--- src/rtl/pipe_pkg.sv ---
// Shared definitions for pipeline stage registers: control-bit indices,
// default widths and the beat payload layout.
package pipe_pkg;

  localparam int unsigned CTRL_SYSCALL  = 0;
  localparam int unsigned CTRL_REGWRITE = 1;
  localparam int unsigned CTRL_MEMTOREG = 2;
  localparam int unsigned CTRL_MEMWRITE = 3;

  localparam logic [31:0] NOP_INSTR = 32'h0;

  localparam int unsigned DATA_W_DEF   = 32;
  localparam int unsigned NUM_DATA_DEF = 2;
  localparam int unsigned CTRL_W_DEF   = 4;
  localparam int unsigned REG_W_DEF    = 5;

  // Beat payload at the default widths (ctrl in the MSBs, rd in the LSBs).
  typedef struct packed {
    logic [CTRL_W_DEF-1:0]                ctrl;
    logic [NUM_DATA_DEF*DATA_W_DEF-1:0]   data;
    logic [31:0]                          instr;
    logic [REG_W_DEF-1:0]                 wreg;
    logic [REG_W_DEF-1:0]                 rd;
  } payload_t;

endpackage

--- src/rtl/pipe_slot.sv ---
// One valid bit plus payload register with load, clear and synchronous reset.
module pipe_slot #(
  parameter int unsigned W        = 8,
  parameter bit          ZERO_CLR = 1'b1
) (
  input  logic         clk,
  input  logic         rst,
  input  logic         load_i,
  input  logic         clear_i,
  input  logic [W-1:0] pay_i,
  output logic         valid_o,
  output logic [W-1:0] pay_o
);

  logic         valid_q;
  logic [W-1:0] pay_q;

  // Clear wins over load; a cleared slot reads as a zero bubble.
  always_ff @(posedge clk) begin
    if (rst) begin
      valid_q <= 1'b0;
      pay_q   <= '0;
    end else if (clear_i) begin
      valid_q <= 1'b0;
      if (ZERO_CLR) pay_q <= '0;
    end else if (load_i) begin
      valid_q <= 1'b1;
      pay_q   <= pay_i;
    end
  end

  assign valid_o = valid_q;
  assign pay_o   = pay_q;

endmodule

--- src/rtl/pipe_stage_skid.sv ---
// Pipeline stage register with valid/ready handshake, one-entry skid buffer,
// flush-to-bubble and hazard taps. MAIN drives the outputs, SKID is overflow.
module pipe_stage_skid
  import pipe_pkg::*;
#(
  parameter int unsigned DATA_W       = DATA_W_DEF,
  parameter int unsigned NUM_DATA     = NUM_DATA_DEF,
  parameter int unsigned CTRL_W       = CTRL_W_DEF,
  parameter int unsigned REGWRITE_BIT = CTRL_REGWRITE,
  parameter int unsigned MEMTOREG_BIT = CTRL_MEMTOREG,
  parameter int unsigned REG_W        = REG_W_DEF,
  parameter bit          ZERO_BUBBLE  = 1'b1
) (
  input  logic                       clk,
  input  logic                       rst,
  input  logic                       flush,
  input  logic                       in_valid,
  output logic                       in_ready,
  input  logic [CTRL_W-1:0]          in_ctrl,
  input  logic [NUM_DATA*DATA_W-1:0] in_data,
  input  logic [31:0]                in_instr,
  input  logic [REG_W-1:0]           in_wreg,
  input  logic [REG_W-1:0]           in_rd,
  output logic                       out_valid,
  input  logic                       out_ready,
  output logic [CTRL_W-1:0]          out_ctrl,
  output logic [NUM_DATA*DATA_W-1:0] out_data,
  output logic [31:0]                out_instr,
  output logic [REG_W-1:0]           out_wreg,
  output logic [REG_W-1:0]           out_rd,
  output logic                       haz_regwrite,
  output logic                       haz_memtoreg,
  output logic [REG_W-1:0]           haz_wreg,
  output logic [1:0]                 occ
);

  localparam int unsigned DW    = NUM_DATA * DATA_W;
  localparam int unsigned PAY_W = CTRL_W + DW + 32 + 2 * REG_W;

  logic             main_v, skid_v;
  logic [PAY_W-1:0] main_pay, skid_pay, in_pay, main_d;
  logic             accept, rel;
  logic             main_load, main_clr, skid_load, skid_clr;

  assign in_pay = {in_ctrl, in_data, in_instr, in_wreg, in_rd};
  assign accept = in_valid & ~skid_v;
  assign rel    = main_v & out_ready;

  // Slot control from (occupancy, accept, release); flush empties both slots.
  always_comb begin
    main_load = 1'b0;
    main_clr  = 1'b0;
    skid_load = 1'b0;
    skid_clr  = 1'b0;
    main_d    = in_pay;
    if (flush) begin
      main_clr = 1'b1;
      skid_clr = 1'b1;
    end else if (skid_v) begin
      if (rel) begin
        main_load = 1'b1;
        main_d    = skid_pay;
        skid_clr  = 1'b1;
      end
    end else if (main_v) begin
      if (accept && rel) begin
        main_load = 1'b1;
      end else if (rel) begin
        main_clr = 1'b1;
      end else if (accept) begin
        skid_load = 1'b1;
      end
    end else if (accept) begin
      main_load = 1'b1;
    end
  end

  pipe_slot #(.W(PAY_W), .ZERO_CLR(ZERO_BUBBLE)) u_main (
    .clk     (clk),
    .rst     (rst),
    .load_i  (main_load),
    .clear_i (main_clr),
    .pay_i   (main_d),
    .valid_o (main_v),
    .pay_o   (main_pay)
  );

  pipe_slot #(.W(PAY_W), .ZERO_CLR(ZERO_BUBBLE)) u_skid (
    .clk     (clk),
    .rst     (rst),
    .load_i  (skid_load),
    .clear_i (skid_clr),
    .pay_i   (in_pay),
    .valid_o (skid_v),
    .pay_o   (skid_pay)
  );

  assign {out_ctrl, out_data, out_instr, out_wreg, out_rd} = main_pay;
  assign out_valid = main_v;
  assign in_ready  = ~skid_v;
  assign occ       = 2'(main_v) + 2'(skid_v);

  assign haz_regwrite = out_ctrl[REGWRITE_BIT] & out_valid;
  assign haz_memtoreg = out_ctrl[MEMTOREG_BIT] & out_valid;
  assign haz_wreg     = out_valid ? out_wreg : '0;

endmodule

--- config.mk ---
export PLATFORM = sky130hd
export DESIGN_NAME = pipe_stage_skid
export DESIGN_NICKNAME = d
export VERILOG_FILES = /design/src/rtl/pipe_pkg.sv /design/src/rtl/pipe_slot.sv /design/src/rtl/pipe_stage_skid.sv
export SDC_FILE = /design/constraint.sdc
export NUM_CORES = 1
export LEC_CHECK = 0
export CORE_ASPECT_RATIO = 0.9
export CORE_MARGIN = 2
export CORE_UTILIZATION = 50
export DETAILED_ROUTE_END_ITERATION = 10
export PLACE_DENSITY = 0.82
export SYNTH_ARGS = -nofsm -noshare
export SYNTH_HDL_FRONTEND = slang
export SYNTH_SLANG_ARGS = --single-unit
--- constraint.sdc ---
create_clock -name clk -period 2.59 [get_ports clk]
set_input_delay 0.777 -clock clk [delete_from_list [all_inputs] [get_ports clk]]
set_output_delay 0.777 -clock clk [all_outputs]
set_load 0.1 [all_outputs]
* Word-level counts from Yosys, hierarchy flattened
Cells that the tools add are included.
Storage, ports and cells: input port bits 115, output and inout bits 121, word-level logic and storage cells 34, register bits after elaboration 222
Cells by class: mux-type cells 21, reductions and logical operators 3, add/subtract/negate cells 1, bitwise operators 5
Operators by type and width (count):
- 110-bit two-way mux | 3
- 1-bit two-way mux | 17
- 5-bit two-way mux | 1
- 1-bit bitwise AND | 4
- 2-bit OR reduction | 2
- 1-bit by 1-bit adder with 2-bit output | 1
- 1-bit logical AND | 1
- 1-bit NOT | 1

* Longest topological paths before layout
Gate-level depths: netlist (run 1).
word-level depth 8, depth in mapped cells 8, depth with buffers taken out 3

* By module
From an unflattened synthesis (run 1), not the netlist that was laid out.
Second synthesis, totals: cell total of the unflattened synthesis 859, area, all modules 10047.1 µm²
By module, submodules not included:
- pipe_slot | cells each 359, area an instance 4092.7 µm², times used 2, sequential area each 2222.1 µm²
- pipe_stage_skid | cells each 141, area an instance 1861.8 µm², times used 1, sequential area each 0.0 µm²

* Worst setup path before layout (run 1)
Ideal clock, no wire load.
path kind reg-to-output, from register u_main.valid_q, in the netlist u_main.valid_o, to output port haz_memtoreg, setup slack -0.243 ns, buffers on the path 1, required time 1.813 ns, cell stages (with the launch flop) 3, arrival time 2.056 ns, path through dfxtp_1 -> clkbuf_1 -> and2_1
Between the ends: cells in the longest elaborated chain, start to end 1
RTL lines:
- start, declared | RTL line pipe_slot.sv:15 | logic valid_q;
- start signal, assigned | RTL line pipe_slot.sv:21 | valid_q <= 1'b0;
- start signal, assigned | RTL line pipe_slot.sv:24 | valid_q <= 1'b0;
- start signal, assigned | RTL line pipe_slot.sv:27 | valid_q <= 1'b1;
- 1-bit bitwise AND | RTL line pipe_stage_skid.sv:104 | assign haz_memtoreg = out_ctrl[MEMTOREG_BIT] & out_valid;
- end, declared | RTL line pipe_stage_skid.sv:32 | output logic haz_memtoreg,
Every way passes these cells.

* Worst setup path after layout (run 1)
from register u_skid.valid_q, in the netlist u_skid.valid_o, to output port occ[0]
Between the ends: cells in the longest elaborated chain, start to end 1
RTL lines:
- start, declared | RTL line pipe_slot.sv:15
- start signal, assigned | RTL line pipe_slot.sv:21
- start signal, assigned | RTL line pipe_slot.sv:24
- start signal, assigned | RTL line pipe_slot.sv:27
- 1-bit by 1-bit adder with 2-bit output | RTL line pipe_stage_skid.sv:101 | assign occ = 2'(main_v) + 2'(skid_v);
- end, declared | RTL line pipe_stage_skid.sv:34 | output logic [1:0] occ
Every way passes these cells.

==> out/results.env, run 1 <==
TRACK_USAGE_PCT=28.1
FINALCRITPERIODSHARE_PCT=94.6
CRITPATHKIND='reg2out'
CP-START-KIND='register'
CLK-INSERTION-DELAY-LATE_NS=0.51
FIRST_PASS_ITERS=5
FP.DIEAREA_UM2=20400
WL_UM=30200
YS.WARNINGS.COUNT=0
TIGHTEST_SLEW_NS=0.501
CLOCK_TREE_FROM_TRITONCTS='yes'
WIRE_LENGTH_OF_THE_FIRST_GLOBAL_ROUTING_PASS_UM=46800
CLK_PIN_SLEW_NS=0.06
FINAL_NETS=1336
CRITICAL-PATH-SLOWEST-CELL='sky130_fd_sc_hd__dfxtp_1'
MAX_CLOCK_FREQ_GHz=0.408
MOST_USED_FLIP_FLOP_CELL_AFTER_SYNTHESIS='sky130_fd_sc_hd__dfxtp_1'
SYNTH-EDFF-COUNT=0
TIMING.CRITICAL_PATH.SLOWEST_CELL_DELAY_NS=0.63
CTS_SETUP_BUFFERS=0
AREA_CONTRIBUTORS_POST_SYNTH='sky130_fd_sc_hd__dfxtp_1, sky130_fd_sc_hd__mux2i_1, sky130_fd_sc_hd__a31oi_1'
POWER_PER_CELL_AREA_nW_PER_UM2=628
STATIC_LEAKAGE_POWER_nW=5.26
CLOCK_SINKS=222
DP.FINAL_HPWL_UM=18600
DIE_WIDTH_UM=150
TIMING.SLEW.HEADROOM_PCT=66.5
ROUTE.ANTENNA.REMAINING_NETS=0
MIN-DELAY-PATH-CLASS='reg2reg'
ANTENNA_CELLS_INSERTED=0
FP.DIEH_UM=136
CAP_VIOLATIONS=0
GP_CONGESTION=0.797
DESIGN.CORE.AREA_UM2=19000
AREA_GROWTH_PCT=35.3
WORST_PATH_DOMINANT_CELL_FAMILY='flip-flops'
YOSYS-TOP-CELLS-COUNT='sky130_fd_sc_hd__dfxtp_1, sky130_fd_sc_hd__o21ai_0, sky130_fd_sc_hd__nand3_1'
DRCVIOLATIONCOUNT=0
VIAS_PER_CELL=6.30
YOSYS.CELL_COUNT.TOP_TYPE='sky130_fd_sc_hd__dfxtp_1'
GRT_ANTENNA_BEFORE_REPAIR=0
SETUP_TOTAL_NEGATIVE_SLACK_NS=0
STD_CELL_ROWS=48
CP_DATA_ARRIVAL_TIME_NS=1.67
FIN_WORST_SKEW_NS=0.0136
REGISTER_BIT_COUNT_REPORTED_BY_YOSYS=222
SYN-INSTANCE-COUNT=1045
NETLIST-CELL-TYPE-COUNT=28
FINAL_PERIOD_MINUS_WORST_SETUP_SLACK_NS=2.45
WORSTSETUPENDPOINTTYPE='output pin'
MAPPEDNETLISTNETS=1161
TIMING.FINAL.MAX_SLEW_VIOLATIONS=0
AVG_CELL_AREA_SYN_UM2=9.23
CTS_HOLD_REPAIR.BUFFERS=0
STARTING_DENSITY_OF_THE_CORE_PCT=50.7
ROUTED_WIRE_LENGTH_PER_INSTANCE_UM=20.3
TIMING.CRITICAL_PATH.BUF_INV=1
YS_SEQ_AREA_SHARE_PCT=46.1
CTSROOTBUFFERMASTER='sky130_fd_sc_hd__clkbuf_16'
DRT_FIRST_ITER_VIOLATIONS=989
TRITONCTS.NUM_BUFFERS=23
GRT_SETUP_UNREPAIRED='no'
HOLD_VIOLATIONS=0
ASYNC_RESET_FF_SHARE_PCT=0
FIRST_GLOBAL_VIAS=8889
MAXIMUM_NUMBER_OF_PINS_ON_ONE_NET_BEFORE_GLOBAL_ROUTE_REPAIR=82
FINAL-SETUP-VIOL-COUNT=0
ROUTED-VIA-COUNT=9359
LAYOUT.FILLER_CELLS=1491
CRITPATHREQUIREDTIME_NS=1.81
IO_PINS=236
VDD.IR_DROP.WORST_mV=0.463
CRIT_PATH_CELL_TRACE='ha_1 > buf_12'
OUTCOME='finished, final reports clean'
CLOCK_TREE.HTREE_LEVEL_COUNT=1
SYNTH.LARGEST_AREA_CELL='sky130_fd_sc_hd__dfxtp_1'
CLOCK_PATH_BUFFERS=3
LAYOUT-DRIVE-GT1-SHARE_PCT=19.8
SYNTH_TOP_AREA_SHARE_PCT=46.1
PATH_MAX_FANOUT=8
P_TOTAL_mW=8.19
IO_BUFFERS=235
POSTCTSRESIZEDCELLS=0
SYNTHESIS.AREA_UM2=9650
GRT-OVFL-TOTAL=0
## cells in the final DEF (no fill, tap or decap), types with 3 or more instances in the layout
cell / instances
sky130_fd_sc_hd__a211oi_2: 30
sky130_fd_sc_hd__nand3_1: 113
sky130_fd_sc_hd__clkbuf_1: 6
sky130_fd_sc_hd__a21oi_1: 112
sky130_fd_sc_hd__a211oi_1: 77
sky130_fd_sc_hd__clkbuf_8: 3
sky130_fd_sc_hd__clkdlybuf4s50_1: 114
sky130_fd_sc_hd__nor2_1: 6
sky130_fd_sc_hd__and2_1: 7
sky130_fd_sc_hd__bufinv_16: 3
sky130_fd_sc_hd__clkinv_2: 4
sky130_fd_sc_hd__clkbuf_16: 23
sky130_fd_sc_hd__mux2i_1: 107
sky130_fd_sc_hd__buf_12: 38
sky130_fd_sc_hd__dfxtp_1: 221
sky130_fd_sc_hd__a311oi_1: 3
sky130_fd_sc_hd__o21ai_0: 113
sky130_fd_sc_hd__buf_4: 133
sky130_fd_sc_hd__a31oi_1: 107
## area by class of cell
| cell class | count | area (um^2) | area share [%] |
|---|---|---|---|
| Timing Repair Buffer | 285 | 2900 | 22.2 |
| Sequential cell | 222 | 4450 | 34.1 |
| Clock buffer | 32 | 639 | 4.90 |
| Multi-Input combinational cell | 686 | 4620 | 35.4 |
| Inverter | 2 | 8.76 | 0.0671 |
| Clock inverter | 8 | 121 | 0.930 |
| Tap cell | 250 | 313 | 2.40 |
## logic make-up after synthesis
logic type      after synthesis  share of synthesized area (%)
compound gates              444                           28.9
flops                       222                           46.1
buf+inv                     137                           6.54
simple gates                133                           7.10
mux                         108                           11.3
fa+ha+maj                     1                          0.130
## flip-flops by register name, summed over array words and instances (netlist names)
| name | count |
|---|---|
| u_main.pay_o | 110 |
| u_skid.pay_o | 110 |
| u_main.valid_o | 1 |
| u_skid.valid_o | 1 |
## metal layers
| metal | GRT usage, % | part of all wire (%) |
|---|---|---|
| met4 | 9.17 | 3.0 |
| met5 | 0 | 0 |
| met3 | 5.08 | 10 |
| met2 | 44.8 | 46 |
| met1 | 38.4 | 41 |
## where the power goes
| group | leakage (nW) | internal (mW) | switching (mW) | total (mW) |
|---|---|---|---|---|
| logic | 3.09 | 0.424 | 0.879 | 1.30 |
| clock network | 0.371 | 2.02 | 1.35 | 3.37 |
| registers | 1.80 | 3.48 | 0.0426 | 3.52 |
## worst register-to-register path: stages, from the launching register on
cell                       delay (ns)
sky130_fd_sc_hd__dfxtp_1         0.63
sky130_fd_sc_hd__mux2_4          0.37
sky130_fd_sc_hd__and3_4          0.21
sky130_fd_sc_hd__buf_12          0.21
sky130_fd_sc_hd__a211oi_1        0.34
## path summary, 6_finish.rpt
path | startpoint | end | slack [ns] | cells past startpoint
hold / removal | u_skid.pay_o[51]$_SDFFE_PP0P_ | u_skid.pay_o[51]$_SDFFE_PP0P_ | 0.47 | 2
setup / recovery | u_skid.valid_o$_SDFFE_PP0P_ | occ[0] | 0.14 | 2
hold reg to reg | u_skid.pay_o[51]$_SDFFE_PP0P_ | u_skid.pay_o[51]$_SDFFE_PP0P_ | 0.47 | 2
setup reg to reg | u_skid.valid_o$_SDFFE_PP0P_ | u_main.pay_o[17]$_SDFFE_PP0P_ | 0.72 | 4
## stage by stage
stage	hold slack, ns	setup slack (ns)	area, um^2	util (%)	cells
2_1_floorplan	0.453	0.00439	9650	-	1045
3_5_place_dp	0.466	-0.0247	12300	64.6	1445
3_3_place_gp	0.459	0.0716	12300	64.6	1445
5_1_grt	0.492	0.0883	13100	68.6	1485
4_1_cts	0.474	0.135	13100	68.6	1485
6_report	0.473	0.139	13100	68.6	1485
Power figures use the tool's default switching activity.
==> run 2, diff against run 1 <==
- SKIP_CTS_REPAIR_TIMING: default -> 1
==> results of run 2 <==
No change in the layout: final DEF, timing and power equal those of run 1.
==> run 3, diff against run 2 <==
- CORE_MARGIN: 2 -> default
- GPL_TIMING_DRIVEN: default -> 0
==> run 3 against run 2 <==
Sequential share of layout area fell by 0.63 points. Worst setup slack got worse by 0.085 ns. Clock power fell by 3%. Power fell by 1.6%. Critical endpoint is now u_main.pay_o[77]$_SDFFE_PP0P_.
==> out/results.env, run 3 (synthesis gave the netlist of run 1 again) <==
STD_CELL_ROWS=47  # -2.1%
WORSTSETUPENDPOINTTYPE='register'
LAYOUT.FILLER_CELLS=1395  # -6.4%
FINAL_NETS=1420  # +6.3%
TIMING.SLEW.HEADROOM_PCT=29.5  # -37 points
CRIT_START='flush'
OUTCOME='finished, final reports clean'
SWITCHING_POWER_mW=2.28  # +0.21%
CRITICAL-PATH-SLOWEST-CELL='sky130_fd_sc_hd__clkdlybuf4s50_1'
GP_CONGESTION=0.847  # +6.3%
MIN-DELAY-PATH-CLASS='reg2reg'
CLK-INSERTION-DELAY-LATE_NS=0.52  # about the same
SEQ_POWER_SHARE_PCT=43.5  # +0.6 points
DIE_WIDTH_UM=148  # -1.3%
MAX_CLOCK_FREQ_GHz=0.394  # -3.3%
GRT_ANTENNA_BEFORE_REPAIR=1  # +1
ROUTED-VIA-COUNT=9529  # +1.8%
TIMING.CRITICAL_PATH.SLOWEST_CELL_DELAY_NS=0.52  # -0.11 ns
HOLD-WORST-SLACK_NS=0.474  # +0.00168 ns
VDD.IR_DROP.WORST_mV=0.433  # -6.7%
LAYOUT-DRIVE-GT1-SHARE_PCT=10.8  # -9.0 points
FP.DIEH_UM=134  # -1.5%
PATH_MAX_FANOUT=10  # +2
DESIGN.CORE.AREA_UM2=18600  # -2.1%
STATIC_LEAKAGE_POWER_nW=6.90  # +31%
FINALCRITPERIODSHARE_PCT=97.9  # +3.3 points
FIRST_GLOBAL_VIAS=8907  # +0.20%
WORSTREG2REGSTART='u_main.valid_o$_SDFFE_PP0P_'
FF2FF_PATH_DEPTH=6  # +2
WORST_PATH_DOMINANT_CELL_FAMILY='buffers and inverters'
CLOCK_PATH_BUFFERS=3  # unchanged
WORST-R2R-SETUP-SLACK_NS=0.47  # -0.25 ns
CRITPATHKIND='in2reg'
MOSTFREQUENTLAYOUTCELL='sky130_fd_sc_hd__dfxtp_1'
WL_UM=31100  # +3.0%
TIGHTEST_SLEW_NS=1.06  # +0.555 ns
CTSROOTBUFFERMASTER='sky130_fd_sc_hd__clkbuf_16'
CLKPWRFRAC_PCT=40.6  # -0.6 points
CLOCK_TREE_FROM_TRITONCTS='yes'
GRT-OVFL-TOTAL=0  # unchanged
P_SW_SHARE_PCT=28.3  # +0.51 points
ROUTE.ANTENNA.REMAINING_NETS=0  # unchanged
WIRE_LENGTH_OF_THE_FIRST_GLOBAL_ROUTING_PASS_UM=47300  # +1.1%
IO_BUFFERS=235  # unchanged
IO_PINS=236  # unchanged
P_TOTAL_mW=8.06  # -1.6%
GRT_SETUP_UNREPAIRED='yes'
CLOCK_SINKS=222  # unchanged
CELL_INTERNAL_PWR_mW=5.78  # -2.3%
FINAL-SETUP-VIOL-COUNT=0  # unchanged
PLACED_CELLS=1525  # +5.5%
CP-START-KIND='primary input'
TIMING.FINAL.MAX_SLEW_VIOLATIONS=0  # unchanged
FINAL_CELL_MIX='sky130_fd_sc_hd__dfxtp_1, sky130_fd_sc_hd__o21ai_0, sky130_fd_sc_hd__clkdlybuf4s50_1'
HOLD_VIOLATIONS=0  # unchanged
CP_DATA_ARRIVAL_TIME_NS=2.96  # +1.29 ns
MAXIMUM_NUMBER_OF_PINS_ON_ONE_NET_BEFORE_GLOBAL_ROUTE_REPAIR=14  # -83%
DRT_FIRST_ITER_VIOLATIONS=833  # -16%
CRITICAL-PATH-TOP-CELL-BY-COUNT='sky130_fd_sc_hd__clkbuf_1'
TRITONCTS.NUM_BUFFERS=23  # unchanged
WORSTSETUPPATHDEPTH=6  # +4
AREA_GROWTH_PCT=37.9
CLOCK_TREE.HTREE_LEVEL_COUNT=1  # unchanged
CAP_VIOLATIONS=0  # unchanged
COMB_POWER_SHARE_PCT=15.9  # about the same
FIN_WORST_SKEW_NS=0.0184  # +0.00478 ns
VIAS_PER_CELL=6.08  # -3.5%
POWER_PER_CELL_AREA_nW_PER_UM2=606  # -3.4%
FP.DIEAREA_UM2=19900  # -2.8%
STARTING_DENSITY_OF_THE_CORE_PCT=51.7  # +1.1 points
ROUTED_WIRE_LENGTH_PER_INSTANCE_UM=19.9  # -2.4%
CRIT_PATH_CELL_TRACE='clkdlybuf4s50_1 > inv_2 > clkbuf_1 > clkbuf_1 > a31oi_1 > a211oi_2'
FINAL_PERIOD_MINUS_WORST_SETUP_SLACK_NS=2.54  # +0.0848 ns
CRITPATHREQUIREDTIME_NS=3.01  # +1.20 ns
CRIT_PATH_END='u_main.pay_o[77]$_SDFFE_PP0P_'
FIRST_PASS_ITERS=5  # unchanged
DRCVIOLATIONCOUNT=0  # unchanged
FIN_CELLS=1567  # +5.5%
CRIT-REG2REG-CAPTURE='u_skid.pay_o[33]$_SDFFE_PP0P_'
CLK_PIN_SLEW_NS=0.06  # about the same
TRACK_USAGE_PCT=29.9  # +1.9 points
TIMING.CRITICAL_PATH.BUF_INV=4  # +3
DP.FINAL_HPWL_UM=21400  # +15%
==> run 3: changes by cell type in the layout (fill, tap and decap cells not counted), moves of 2 or more <==
cell | before | now
sky130_fd_sc_hd__buf_1 | 0 | 7
sky130_fd_sc_hd__buf_4 | 133 | 1
sky130_fd_sc_hd__clkbuf_2 | 0 | 11
sky130_fd_sc_hd__clkbuf_8 | 3 | 6
sky130_fd_sc_hd__clkbuf_1 | 6 | 70
sky130_fd_sc_hd__bufinv_16 | 3 | 1
sky130_fd_sc_hd__buf_6 | 0 | 7
sky130_fd_sc_hd__diode_2 | 0 | 2
sky130_fd_sc_hd__buf_2 | 0 | 51
sky130_fd_sc_hd__dlymetal6s2s_1 | 0 | 111
sky130_fd_sc_hd__clkbuf_4 | 0 | 2
sky130_fd_sc_hd__buf_12 | 38 | 0
==> run 3: cell type report <==
| type | instances | area, um^2 | area share (%) |
|---|---|---|---|
| multi-input cells | 686 | 4580 | 34.4 |
| flip-flops and latches | 222 | 4450 | 33.4 |
| repair buffers | 235 | 2580 | 19.4 |
| clock buffers | 34 | 677 | 5.09 |
| plain buffers | 134 | 632 | 4.75 |
| well taps | 245 | 307 | 2.31 |
| clock inverters | 7 | 66.3 | 0.499 |
| inverters | 2 | 7.51 | 0.0565 |
| diodes | 2 | 5.00 | 0.0376 |
==> run 3: worst min path at each step <==
stage / start / end / slack [ns] / depth (start not counted)
finish: u_skid.pay_o[79]$_SDFFE_PP0P_ / u_skid.pay_o[79]$_SDFFE_PP0P_ / 0.47 / 2
global route: u_skid.pay_o[53]$_SDFFE_PP0P_ / u_skid.pay_o[53]$_SDFFE_PP0P_ / 0.49 / 2
CTS: u_skid.pay_o[41]$_SDFFE_PP0P_ / u_skid.pay_o[41]$_SDFFE_PP0P_ / 0.47 / 2
detailed placement: u_skid.pay_o[41]$_SDFFE_PP0P_ / u_skid.pay_o[41]$_SDFFE_PP0P_ / 0.47 / 2
global placement: u_skid.pay_o[49]$_SDFFE_PP0P_ / u_skid.pay_o[49]$_SDFFE_PP0P_ / 0.46 / 2
floorplan: u_skid.pay_o[0]$_SDFFE_PP0P_ / u_skid.pay_o[0]$_SDFFE_PP0P_ / 0.45 / 2
==> run 3: tightest hold or removal path, stage by stage (launching register included) <==
cell and delay (ns):
sky130_fd_sc_hd__dfxtp_1 0.30, sky130_fd_sc_hd__o21ai_0 0.06, sky130_fd_sc_hd__a21oi_1 0.06
==> run 3: per-stage QoR <==
stage               TNS, ns  util, %  instance area (um^2)  worst slack, ns
floorplan                 0        -                  9650          0.00439
global placement     -70.43     66.0                 12300           -0.605
detailed placement   -76.18     66.0                 12300           -0.640
CTS                  -31.39     70.0                 13000           -0.827
global route        -0.0829     71.3                 13300          -0.0220
finish                    0     71.3                 13300           0.0543
==> run 3: routing by layer <==
| layer | global-route usage (%) | wire (um) |
|---|---|---|
| met4 | 8.25 | 644 |
| met5 | 0 | 0 |
| met3 | 5.07 | 2510 |
| met1 | 39.2 | 13200 |
| met2 | 50.6 | 14800 |
==> run 3: power groups by stage <==
stage | Combinational (mW) | Sequential [mW] | Clock [mW]
3_3_place_gp | 1.26 | 3.58 | 0
5_1_grt | 1.34 | 3.51 | 3.45
2_1_floorplan | 0.394 | 4.00 | 0
6_report | 1.28 | 3.51 | 3.27
4_1_cts | 1.27 | 3.51 | 3.30
3_5_place_dp | 1.27 | 3.59 | 0
